## config.mk

```make
export PLATFORM = sky130hd
export DESIGN_NAME = i2c_target_regfile
export DESIGN_NICKNAME = d
export VERILOG_FILES = /design/src/rtl/i2c_pkg.sv /design/src/rtl/i2c_line_sync.sv /design/src/rtl/i2c_target_regfile.sv
export SDC_FILE = /design/constraint.sdc
export NUM_CORES = 1
export LEC_CHECK = 0
export CAP_MARGIN = 20
export CORE_ASPECT_RATIO = 0.5
export CORE_MARGIN = 8
export CORE_UTILIZATION = 50
export DETAILED_ROUTE_END_ITERATION = 12
export HOLD_SLACK_MARGIN = 0.05
export PLACE_DENSITY = 0.7
export SETUP_SLACK_MARGIN = 0.2
export SKIP_CTS_REPAIR_TIMING = 1
export SYNTH_ARGS = -nofsm -noshare
export SYNTH_HDL_FRONTEND = slang
export SYNTH_SLANG_ARGS = --single-unit
```

## constraint.sdc

```tcl
create_clock -name clk -period 5.03 [get_ports clk]
set_input_delay 0.503 -clock clk [delete_from_list [all_inputs] [get_ports clk]]
set_output_delay 0.503 -clock clk [all_outputs]
set_load 0.1 [all_outputs]
```

## src/rtl/i2c_pkg.sv

```systemverilog
// Shared definitions for the I2C register-file target.
//   i2c_tgt_state_t : protocol FSM states
//   I2C_ACK/I2C_NACK: bus level of the acknowledge bit
//   I2C_RW_BIT      : position of the R/W flag in the address byte
//   I2C_BYTE_BITS   : data bits per byte, as a bit-counter value
//   clog2()         : pointer-width helper (returns at least 1)
package i2c_pkg;

  typedef enum logic [3:0] {
    ST_IDLE,
    ST_ADDR,
    ST_ADDR_ACK,
    ST_PTR,
    ST_PTR_ACK,
    ST_WDATA,
    ST_WDATA_ACK,
    ST_RDATA,
    ST_RD_ACK,
    ST_WAIT_STOP
  } i2c_tgt_state_t;

  localparam logic       I2C_ACK       = 1'b0;
  localparam logic       I2C_NACK      = 1'b1;
  localparam int         I2C_RW_BIT    = 0;
  localparam logic [3:0] I2C_BYTE_BITS = 4'd8;

  function automatic int clog2(input int value);
    int res;
    int v;
    res = 0;
    v   = value - 1;
    while (v > 0) begin
      res = res + 1;
      v   = v >> 1;
    end
    if (res < 1) res = 1;
    return res;
  endfunction

endpackage

```

## src/rtl/i2c_line_sync.sv

```systemverilog
// Synchroniser and bus-event detector for the SCL/SDA pair.
// Each line passes through SYNC_STAGES flops, then one history flop; all
// events are decoded from the synchronised value and its history.
// Ports:
//   clk, rst       system clock, asynchronous active-high reset
//   scl_i, sda_i   raw pin inputs (asynchronous)
//   sda_o          synchronised SDA level
//   scl_rise_o     one-cycle pulse on synchronised SCL rising edge
//   scl_fall_o     one-cycle pulse on synchronised SCL falling edge
//   start_o        SDA fell while SCL was high (START / repeated START)
//   stop_o         SDA rose while SCL was high (STOP)
module i2c_line_sync #(
  parameter int SYNC_STAGES = 2
) (
  input  logic clk,
  input  logic rst,
  input  logic scl_i,
  input  logic sda_i,
  output logic sda_o,
  output logic scl_rise_o,
  output logic scl_fall_o,
  output logic start_o,
  output logic stop_o
);

  logic [SYNC_STAGES-1:0] scl_sync_q, scl_sync_d;
  logic [SYNC_STAGES-1:0] sda_sync_q, sda_sync_d;
  logic                   scl_hist_q, scl_hist_d;
  logic                   sda_hist_q, sda_hist_d;
  logic                   scl_s, sda_s;

  genvar gi;
  generate
    for (gi = 0; gi < SYNC_STAGES; gi++) begin : g_stage
      if (gi == 0) begin : g_first
        assign scl_sync_d[gi] = scl_i;
        assign sda_sync_d[gi] = sda_i;
      end else begin : g_chain
        assign scl_sync_d[gi] = scl_sync_q[gi-1];
        assign sda_sync_d[gi] = sda_sync_q[gi-1];
      end
    end
  endgenerate

  assign scl_s      = scl_sync_q[SYNC_STAGES-1];
  assign sda_s      = sda_sync_q[SYNC_STAGES-1];
  assign scl_hist_d = scl_s;
  assign sda_hist_d = sda_s;

  // Idle bus is high on both lines; resetting to 1 avoids a phantom
  // START/STOP or SCL edge as the chain fills after reset.
  always_ff @(posedge clk or posedge rst) begin
    if (rst) begin
      scl_sync_q <= '1;
      sda_sync_q <= '1;
      scl_hist_q <= 1'b1;
      sda_hist_q <= 1'b1;
    end else begin
      scl_sync_q <= scl_sync_d;
      sda_sync_q <= sda_sync_d;
      scl_hist_q <= scl_hist_d;
      sda_hist_q <= sda_hist_d;
    end
  end

  // SCL must be high both now and in the history sample, so an SDA change
  // that races an SCL edge is never taken as START/STOP.
  assign sda_o      = sda_s;
  assign scl_rise_o = scl_s & ~scl_hist_q;
  assign scl_fall_o = ~scl_s & scl_hist_q;
  assign start_o    = scl_s & scl_hist_q & sda_hist_q & ~sda_s;
  assign stop_o     = scl_s & scl_hist_q & ~sda_hist_q & sda_s;

endmodule

```

## src/rtl/i2c_target_regfile.sv

```systemverilog
// I2C target with a DEPTH x 8-bit register file.
// Bus protocol: [addr+W][pointer][data...] writes with auto-increment;
// [addr+R][data...] reads from the current pointer with auto-increment.
// A repeated START keeps the pointer, so pointer-write then read works.
// Ports:
//   clk, rst      system clock (>= 8x SCL), asynchronous active-high reset
//   scl_i, sda_i  raw bus pins
//   sda_oe        1 = pull SDA low, 0 = release
//   wr_stb        one-cycle pulse for every register written from the bus
//   wr_addr       register index of the last bus write
//   wr_data       data of the last bus write
//   rd_idx        local read-back index
//   rd_val        regs[rd_idx] (combinational)
//   busy          set when addressed, cleared on STOP or when this target NACKs
module i2c_target_regfile
  import i2c_pkg::*;
#(
  parameter logic [6:0] TARGET_ADDR = 7'h50,
  parameter int         DEPTH       = 16,
  parameter int         SYNC_STAGES = 2,
  localparam int        PW          = clog2(DEPTH)
) (
  input  logic          clk,
  input  logic          rst,
  input  logic          scl_i,
  input  logic          sda_i,
  output logic          sda_oe,
  output logic          wr_stb,
  output logic [PW-1:0] wr_addr,
  output logic [7:0]    wr_data,
  input  logic [PW-1:0] rd_idx,
  output logic [7:0]    rd_val,
  output logic          busy
);

  logic sda_s, scl_rise, scl_fall, start_det, stop_det;

  i2c_line_sync #(
    .SYNC_STAGES(SYNC_STAGES)
  ) u_line_sync (
    .clk       (clk),
    .rst       (rst),
    .scl_i     (scl_i),
    .sda_i     (sda_i),
    .sda_o     (sda_s),
    .scl_rise_o(scl_rise),
    .scl_fall_o(scl_fall),
    .start_o   (start_det),
    .stop_o    (stop_det)
  );

  i2c_tgt_state_t state_q, state_d;
  logic [3:0]     bit_cnt_q, bit_cnt_d;
  logic [7:0]     shift_q, shift_d;
  logic [PW-1:0]  ptr_q, ptr_d;
  logic           rw_q, rw_d;
  logic           mack_q, mack_d;
  logic           sda_oe_q, sda_oe_d;
  logic           busy_q, busy_d;
  logic           wr_stb_q, wr_stb_d;
  logic [PW-1:0]  wr_addr_q, wr_addr_d;
  logic [7:0]     wr_data_q, wr_data_d;

  logic [7:0]     regs_q [DEPTH];
  logic [7:0]     regs_d [DEPTH];
  logic           reg_we;

  logic           rx_state;
  logic           byte_done;
  logic [7:0]     rd_cur;

  function automatic logic [PW-1:0] ptr_inc(input logic [PW-1:0] p);
    if (p == PW'(DEPTH - 1)) return '0;
    return p + PW'(1);
  endfunction

  // States that shift in a byte from the controller.
  assign rx_state  = (state_q == ST_ADDR) || (state_q == ST_PTR) || (state_q == ST_WDATA);
  // A received byte is acted on at the SCL fall after its 8th bit, which is
  // exactly when the acknowledge level must appear on SDA.
  assign byte_done = scl_fall && (bit_cnt_q == I2C_BYTE_BITS);
  assign rd_cur    = regs_q[ptr_q];

  always_comb begin
    state_d   = state_q;
    bit_cnt_d = bit_cnt_q;
    shift_d   = shift_q;
    ptr_d     = ptr_q;
    rw_d      = rw_q;
    mack_d    = mack_q;
    sda_oe_d  = sda_oe_q;
    busy_d    = busy_q;
    wr_stb_d  = 1'b0;
    wr_addr_d = wr_addr_q;
    wr_data_d = wr_data_q;
    reg_we    = 1'b0;

    if (stop_det) begin
      // Any partial byte is simply abandoned; nothing is written.
      state_d   = ST_IDLE;
      sda_oe_d  = 1'b0;
      busy_d    = 1'b0;
      bit_cnt_d = '0;
    end else if (start_det) begin
      // START or repeated START; the pointer is deliberately kept.
      state_d   = ST_ADDR;
      sda_oe_d  = 1'b0;
      bit_cnt_d = '0;
    end else begin
      if (rx_state && scl_rise && (bit_cnt_q != I2C_BYTE_BITS)) begin
        shift_d   = {shift_q[6:0], sda_s};
        bit_cnt_d = bit_cnt_q + 4'd1;
      end

      case (state_q)
        ST_ADDR: begin
          if (byte_done) begin
            bit_cnt_d = '0;
            if (shift_q[7:1] == TARGET_ADDR) begin
              state_d  = ST_ADDR_ACK;
              sda_oe_d = (I2C_ACK == 1'b0);
              busy_d   = 1'b1;
              rw_d     = shift_q[I2C_RW_BIT];
            end else begin
              state_d  = ST_WAIT_STOP;
              sda_oe_d = 1'b0;
              busy_d   = 1'b0;
            end
          end
        end

        ST_ADDR_ACK: begin
          if (scl_fall) begin
            if (rw_q) begin
              // First read bit goes out on the same fall that ends the ACK.
              state_d   = ST_RDATA;
              sda_oe_d  = ~rd_cur[7];
              shift_d   = {rd_cur[6:0], 1'b0};
              bit_cnt_d = 4'd1;
            end else begin
              state_d   = ST_PTR;
              sda_oe_d  = 1'b0;
              bit_cnt_d = '0;
            end
          end
        end

        ST_PTR: begin
          if (byte_done) begin
            bit_cnt_d = '0;
            if ({1'b0, shift_q} < 9'(DEPTH)) begin
              state_d  = ST_PTR_ACK;
              ptr_d    = shift_q[PW-1:0];
              sda_oe_d = (I2C_ACK == 1'b0);
            end else begin
              state_d  = ST_WAIT_STOP;
              sda_oe_d = 1'b0;
              busy_d   = 1'b0;
            end
          end
        end

        ST_PTR_ACK, ST_WDATA_ACK: begin
          if (scl_fall) begin
            state_d   = ST_WDATA;
            sda_oe_d  = 1'b0;
            bit_cnt_d = '0;
          end
        end

        ST_WDATA: begin
          if (byte_done) begin
            bit_cnt_d = '0;
            reg_we    = 1'b1;
            wr_stb_d  = 1'b1;
            wr_addr_d = ptr_q;
            wr_data_d = shift_q;
            ptr_d     = ptr_inc(ptr_q);
            sda_oe_d  = (I2C_ACK == 1'b0);
            state_d   = ST_WDATA_ACK;
          end
        end

        ST_RDATA: begin
          if (scl_fall) begin
            if (bit_cnt_q == I2C_BYTE_BITS) begin
              // Release so the controller can drive its ACK/NACK.
              state_d   = ST_RD_ACK;
              sda_oe_d  = 1'b0;
              bit_cnt_d = '0;
            end else begin
              sda_oe_d  = ~shift_q[7];
              shift_d   = {shift_q[6:0], 1'b0};
              bit_cnt_d = bit_cnt_q + 4'd1;
            end
          end
        end

        ST_RD_ACK: begin
          // Pointer advances at the ACK rise so rd_cur already holds the
          // next byte when the following fall reloads the shifter.
          if (scl_rise) begin
            mack_d = sda_s;
            if (sda_s == I2C_ACK) ptr_d = ptr_inc(ptr_q);
          end else if (scl_fall) begin
            if (mack_q == I2C_ACK) begin
              state_d   = ST_RDATA;
              sda_oe_d  = ~rd_cur[7];
              shift_d   = {rd_cur[6:0], 1'b0};
              bit_cnt_d = 4'd1;
            end else begin
              state_d  = ST_WAIT_STOP;
              sda_oe_d = 1'b0;
            end
          end
        end

        ST_IDLE, ST_WAIT_STOP: begin
        end

        default: begin
          state_d  = ST_IDLE;
          sda_oe_d = 1'b0;
        end
      endcase
    end
  end

  always_comb begin
    regs_d = regs_q;
    if (reg_we) regs_d[ptr_q] = shift_q;
  end

  always_ff @(posedge clk or posedge rst) begin
    if (rst) begin
      state_q   <= ST_IDLE;
      bit_cnt_q <= '0;
      shift_q   <= '0;
      ptr_q     <= '0;
      rw_q      <= 1'b0;
      mack_q    <= I2C_NACK;
      sda_oe_q  <= 1'b0;
      busy_q    <= 1'b0;
      wr_stb_q  <= 1'b0;
      wr_addr_q <= '0;
      wr_data_q <= '0;
    end else begin
      state_q   <= state_d;
      bit_cnt_q <= bit_cnt_d;
      shift_q   <= shift_d;
      ptr_q     <= ptr_d;
      rw_q      <= rw_d;
      mack_q    <= mack_d;
      sda_oe_q  <= sda_oe_d;
      busy_q    <= busy_d;
      wr_stb_q  <= wr_stb_d;
      wr_addr_q <= wr_addr_d;
      wr_data_q <= wr_data_d;
    end
  end

  always_ff @(posedge clk or posedge rst) begin
    if (rst) begin
      for (int i = 0; i < DEPTH; i++) regs_q[i] <= 8'h00;
    end else begin
      regs_q <= regs_d;
    end
  end

  assign sda_oe  = sda_oe_q;
  assign wr_stb  = wr_stb_q;
  assign wr_addr = wr_addr_q;
  assign wr_data = wr_data_q;
  assign busy    = busy_q;
  assign rd_val  = regs_q[rd_idx];

endmodule

```

==> qor.yml, run 1 <==
status: "finished clean"
placed_cell_area_um2: 9810
synth_warnings: 0
max_freq_mhz: 312
grt_pass1_vias: 6430
min_period_over_period_pct: 63.8
tightest_slew_ns: 1.03
grt_start_max_net_pins: 172
cts_inserted_buffers: 17
regArea_um2: 4290
max_cap_viol_count: 0
relSlewSlack_pct: 31.1
firstDrtPassIters: 6
drtIter0Drc: 610
crit_arrival_ns: 3.52
synth-main-ff-cell: "dfrtp_1"
viasPerCell: 6.47
final_nets: 710
hold_depth: 0
routedWlPerCell_um: 24.4
whs_endpoint: "u_line_sync.scl_sync_q[1]"
final_cell_area_um2: 10500
worstSkewPairLatency_ns: 0.43
grt_pass1_wl_mm: 37.6
synth_edf_count: 0
fin_util_pct: 56.8
crit_fanout: 19
async_flop_share_pct: 100
design.core.area_um2: 18400
p_per_area_nw_per_um2: 321
std_cell_rows: 35
start_util_pct: 51.1
holdCritPathClass: "reg -> reg"
start_kind: "flop"
dp_hpwl_mm: 14.7
antenna_found_initial: 0
overflow: 0
synth_cell_types: 70
routedLengthMet1_mm: 10.2
rr_worst_depth: 7
wl_met2_mm: 11.1
finalMaxSlewViolations: 0
antennaDiodeCount: 0
ios: 31
rrSetupSlack_ns: 1.82
rsz0062_at_grt: "no"
io_buffer_count: 30
required_ns: 5.34
hold_start: "u_line_sync.scl_sync_q[0]"
syn_area_per_cell_um2: 13.4
grt_usage_pct: 20.4
stdcell_count: 968
route.detailed.drc: 0
cts_buffer_depth: 2
drive_above_1_share_pct: 30.9
r2r_start: "bit_cnt_q[0]"
endpoint_kind: "flop"
path_class: "reg -> reg"
synth_fp_nets: 716
syn2layout_area_growth_pct: 11.1
dieArea_um2: 23800
die_h_um: 113
gp_congestion: 0.849
multi_input_comb_area_um2: 4840
cts_tree: "yes"
r2r_end: "regs_q[98]"
finClkSkew_ns: 0.0101
cellLeakagePower_nw: 4.63
htree_levels: 4
drt_wl_total_mm: 23.6
irDropWorstVdd_mv: 0.241
finalHoldViolCount: 0
seq_area_frac_synth_pct: 45.5
post-route-min-period_ns: 3.21
dr_wl_met3_mm: 1.84
drtAntennaViolNets: 0
hold_slack_ns: 0.351
synthesis.area_um2: 9420
setup_tns_ns: 0
clock_sinks: 171
vias: 6262
maxUsedRoutingLayer: "met4"
syn-instance-count: 702
placedCellCount: 935
setup_viol: 0
yosys_register_bits: 171
fillCellCount: 1459
cts_root_buffer: "clkbuf_16"
clk_pin_slew_worst_paths_ns: 0.08
die_w_um: 210
cells in the mapped netlist, types with 3 or more instances:
library cell	n	area share, %
nor2b_1	9	0.60
a21oi_1	26	1.4
a211oi_1	8	0.64
dfstp_2	7	2.0
o211ai_1	6	0.48
ha_1	6	0.80
dfrtp_1	164	44
mux4_2	69	16
a222oi_1	5	0.53
nand3_1	18	0.96
nand4_1	4	0.27
nor2_1	18	0.72
mux2_2	80	9.6
nor4_1	4	0.27
clkbuf_1	30	1.2
o21a_1	3	0.24
o21ai_1	5	0.27
a22oi_1	9	0.72
nor3_1	4	0.21
and2_1	6	0.40
nand2_2	8	0.53
buf_1	5	0.20
mux2_1	66	7.9
buf_2	22	1.2
nand3b_1	4	0.32
nand2b_1	4	0.27
mux2i_1	11	1.2
inv_1	9	0.36
nand4b_1	4	0.37
o21ai_0	8	0.43
nand2_1	31	1.2
layout make-up:
type | count | area share, %
Sequential cell | 171 | 41.0
Clock inverter | 14 | 1.96
Tap cell | 259 | 3.10
Clock buffer | 18 | 4.10
Inverter | 10 | 0.395
Timing Repair Buffer | 34 | 3.16
Multi-Input combinational cell | 462 | 46.3
flip-flops by register name, indices dropped and copies added, names as in the netlist, 2 cells and up:
| name | flops |
|---|---|
| regs_q | 128 |
| shift_q | 8 |
| wr_data | 8 |
| bit_cnt_q | 4 |
| ptr_q | 4 |
| state_q | 4 |
| wr_addr | 4 |
| u_line_sync.scl_sync_q | 2 |
| u_line_sync.sda_sync_q | 2 |
worst max-delay path by stage:
stage | start | end | cells after the start
finish | bit_cnt_q[0] | regs_q[98] | 7
global placement | rd_idx[0] | rd_val[5] | 4
global route | bit_cnt_q[0] | regs_q[104] | 7
detailed placement | rd_idx[0] | rd_val[5] | 4
CTS | rd_idx[0] | rd_val[5] | 4
floorplan | rd_idx[1] | rd_val[0] | 5
power by group:
group          switching [mW]  internal (mW)
Clock                   0.623          0.806
Combinational           0.205          0.150
Sequential              0.168           1.41
layout by cell type (no fill, tap or decap), types with 7 or more instances in the layout:
cell,instances
a211oi_1,8
a21oi_1,26
a22oi_1,9
buf_4,10
clkbuf_16,17
clkdlybuf4s50_1,21
dfrtp_1,162
dfstp_2,7
inv_1,8
mux2_1,66
mux2_2,80
mux2i_1,11
mux4_2,69
nand2_1,31
nand2_2,8
nand3_1,18
nor2_1,18
nor2b_1,9
o21ai_0,8
metrics by stage:
step                power [mW]  setup WS, ns
floorplan                 1.84          2.12
global placement          1.94          1.80
detailed placement        1.95          1.79
CTS                       3.37          1.79
global route              3.48          1.67
finish                    3.36          1.82
worst max-delay path, stage by stage (launching register included):
cell and delay [ns]:
dfrtp_1 0.43, inv_1 0.10, ha_1 0.17, nand3b_1 0.45, nor4_4 0.48, buf_4 0.32
nand3_1 0.62, mux2_2 0.51
cell families after synthesis:
| kind of cell | count (synthesis) | share of synthesized area (%) |
|---|---|---|
| compound gates | 95 | 6.89 |
| xor+xnor | 3 | 0.279 |
| fa+ha+maj | 6 | 0.797 |
| buf+inv | 69 | 3.16 |
| flops | 171 | 45.5 |
| mux | 228 | 35.7 |
| simple gates | 130 | 7.68 |
routing by layer:
| layer | up-vias | global-route usage, % |
|---|---|---|
| li1 | 2703 | - |
| met1 | 3269 | 28.1 |
| met2 | 250 | 31.6 |
| met3 | 40 | 5.02 |
| met4 | 0 | 6.59 |
| met5 | - | 0 |
(Power assumes the default switching activity.)
==> inputs of run 2 (changes only) <==
==> constraint.sdc (replaced) <==
create_clock -name clk -period 2.71 [get_ports clk]
set_input_delay 0.271 -clock clk [delete_from_list [all_inputs] [get_ports clk]]
set_output_delay 0.271 -clock clk [all_outputs]
set_load 0.1 [all_outputs]
==> run 2 against run 1 <==
Via count up 3.8%; non-clock buffer count rose by 40; critical path type unchanged; cell area increased by 3.6%; global-route usage up 0.89 points.
==> qor.yml, run 2 (synthesis gave the netlist of run 1 again) <==
irDropWorstVdd_mv: 0.502
vias: 6503
placedCellCount: 975
path_class: "reg -> reg"
endpoint_kind: "flop"
clk_pin_slew_worst_paths_ns: 0.07
crit_arrival_ns: 2.68
fillCellCount: 1428
min_period_over_period_pct: 87.6
cts_tree: "yes"
viasPerCell: 6.46
largest_reg_flops: 128
antenna_found_initial: 0
endpoint: "regs_q[91]"
io_buffer_count: 30
rrSetupSlack_ns: 0.34
setup_ws_ns: 0.337
route.detailed.drc: 0
drt_wl_total_mm: 24.5
ios: 31
die_w_um: 210
cts_inserted_buffers: 17
setup_viol: 0
cts_root_buffer: "clkbuf_16"
dp_hpwl_mm: 16.4
status: "finished clean"
crit_fanout: 18
start_kind: "flop"
routedWlPerCell_um: 24.4
grt_usage_pct: 21.3
post-route-min-period_ns: 2.37
stdcell_count: 1007
syn2layout_area_growth_pct: 15.1
holdCritPathClass: "in -> async"
design.core.area_um2: 18400
clock_sinks: 171
regMostFlops: "regs_q"
setup_tns_ns: 0
grt_pass1_vias: 6717
r2r_start: "state_q[1]"
relSlewSlack_pct: 44.1
drtAntennaViolNets: 0
cp-startpoint: "state_q[1]"
r2r_end: "regs_q[91]"
required_ns: 3.02
worstSkewPairLatency_ns: 0.43
final_nets: 750
htree_levels: 4
rr_worst_depth: 5
grt_pass1_wl_mm: 39.1
overflow: 0
std_cell_rows: 35
antennaDiodeCount: 0
start_util_pct: 51.1
drive_above_1_share_pct: 36.9
layout_common_cells: "161 x dfrtp_1, 80 x mux2_2, 69 x mux4_2"
cts_buffer_depth: 2
dp_slack_ns: 0.215
max_cap_viol_count: 0
rsz0062_at_grt: "no"
gp_congestion: 0.859
finClkSkew_ns: 0.0134
die_h_um: 113
finalMaxSlewViolations: 0
tightest_slew_ns: 0.839
p_per_area_nw_per_um2: 558
grt_start_max_net_pins: 68
dieArea_um2: 23800
firstDrtPassIters: 6
max_freq_mhz: 421
drtIter0Drc: 592
final_common_cell: "dfrtp_1"
cellLeakagePower_nw: 4.88
finalHoldViolCount: 0
[run 2: through the flow]
step | cell area, um^2 | power (mW) | hold WS [ns] | utilization (%)
floorplan | 9420 | 3.41 | 0.275 | -
global placement | 10200 | 3.72 | 0.347 | 55.6
detailed placement | 10200 | 3.74 | 0.347 | 55.6
CTS | 10800 | 6.05 | 0.147 | 58.6
global route | 10800 | 6.29 | 0.169 | 58.8
finish | 10800 | 6.05 | 0.151 | 58.8
[run 2: metal layers]
layer	track usage, %	vias to the layer above	part of all wire, %
met4	6.40	0	2.1
met1	29.7	3400	44
li1	-	2775	-
met2	33.1	287	47
met5	0	-	0
met3	4.66	41	6.9
[run 2: worst min path at each step]
stage	end	slack, ns	cells after the start
3_5_place_dp	u_line_sync.sda_sync_q[1]	0.35	0
4_1_cts	regs_q[21]	0.15	2
5_1_grt	regs_q[29]	0.17	2
2_1_floorplan	u_line_sync.scl_sync_q[0]	0.28	0
6_report	regs_q[21]	0.15	2
3_3_place_gp	u_line_sync.scl_sync_q[1]	0.35	0
[run 2: critical path: stages (launching register included)]
cell and delay (ns):
dfrtp_2 0.52, nand2b_1 0.25, nor4_4 0.44, and2_1 0.27, nand2_1 0.36, mux2_2 0.40
[run 2: layout make-up]
type                       count  area, um^2  share of cell area [%]
sequential                   171        4290                    39.6
clock buffer                  17         425                    3.92
inverter                      10        41.3                   0.381
timing repair buffer          74         776                    7.16
tap                          259         324                    2.99
multi-input combinational    462        4850                    44.7
clock inverter                14         135                    1.25
[run 2: where the power goes]
group / internal [mW] / switching (mW)
sequential: 2.62 / 0.138
clock: 1.21 / 1.12
combinational: 0.368 / 0.594
total: 4.19 / 1.85
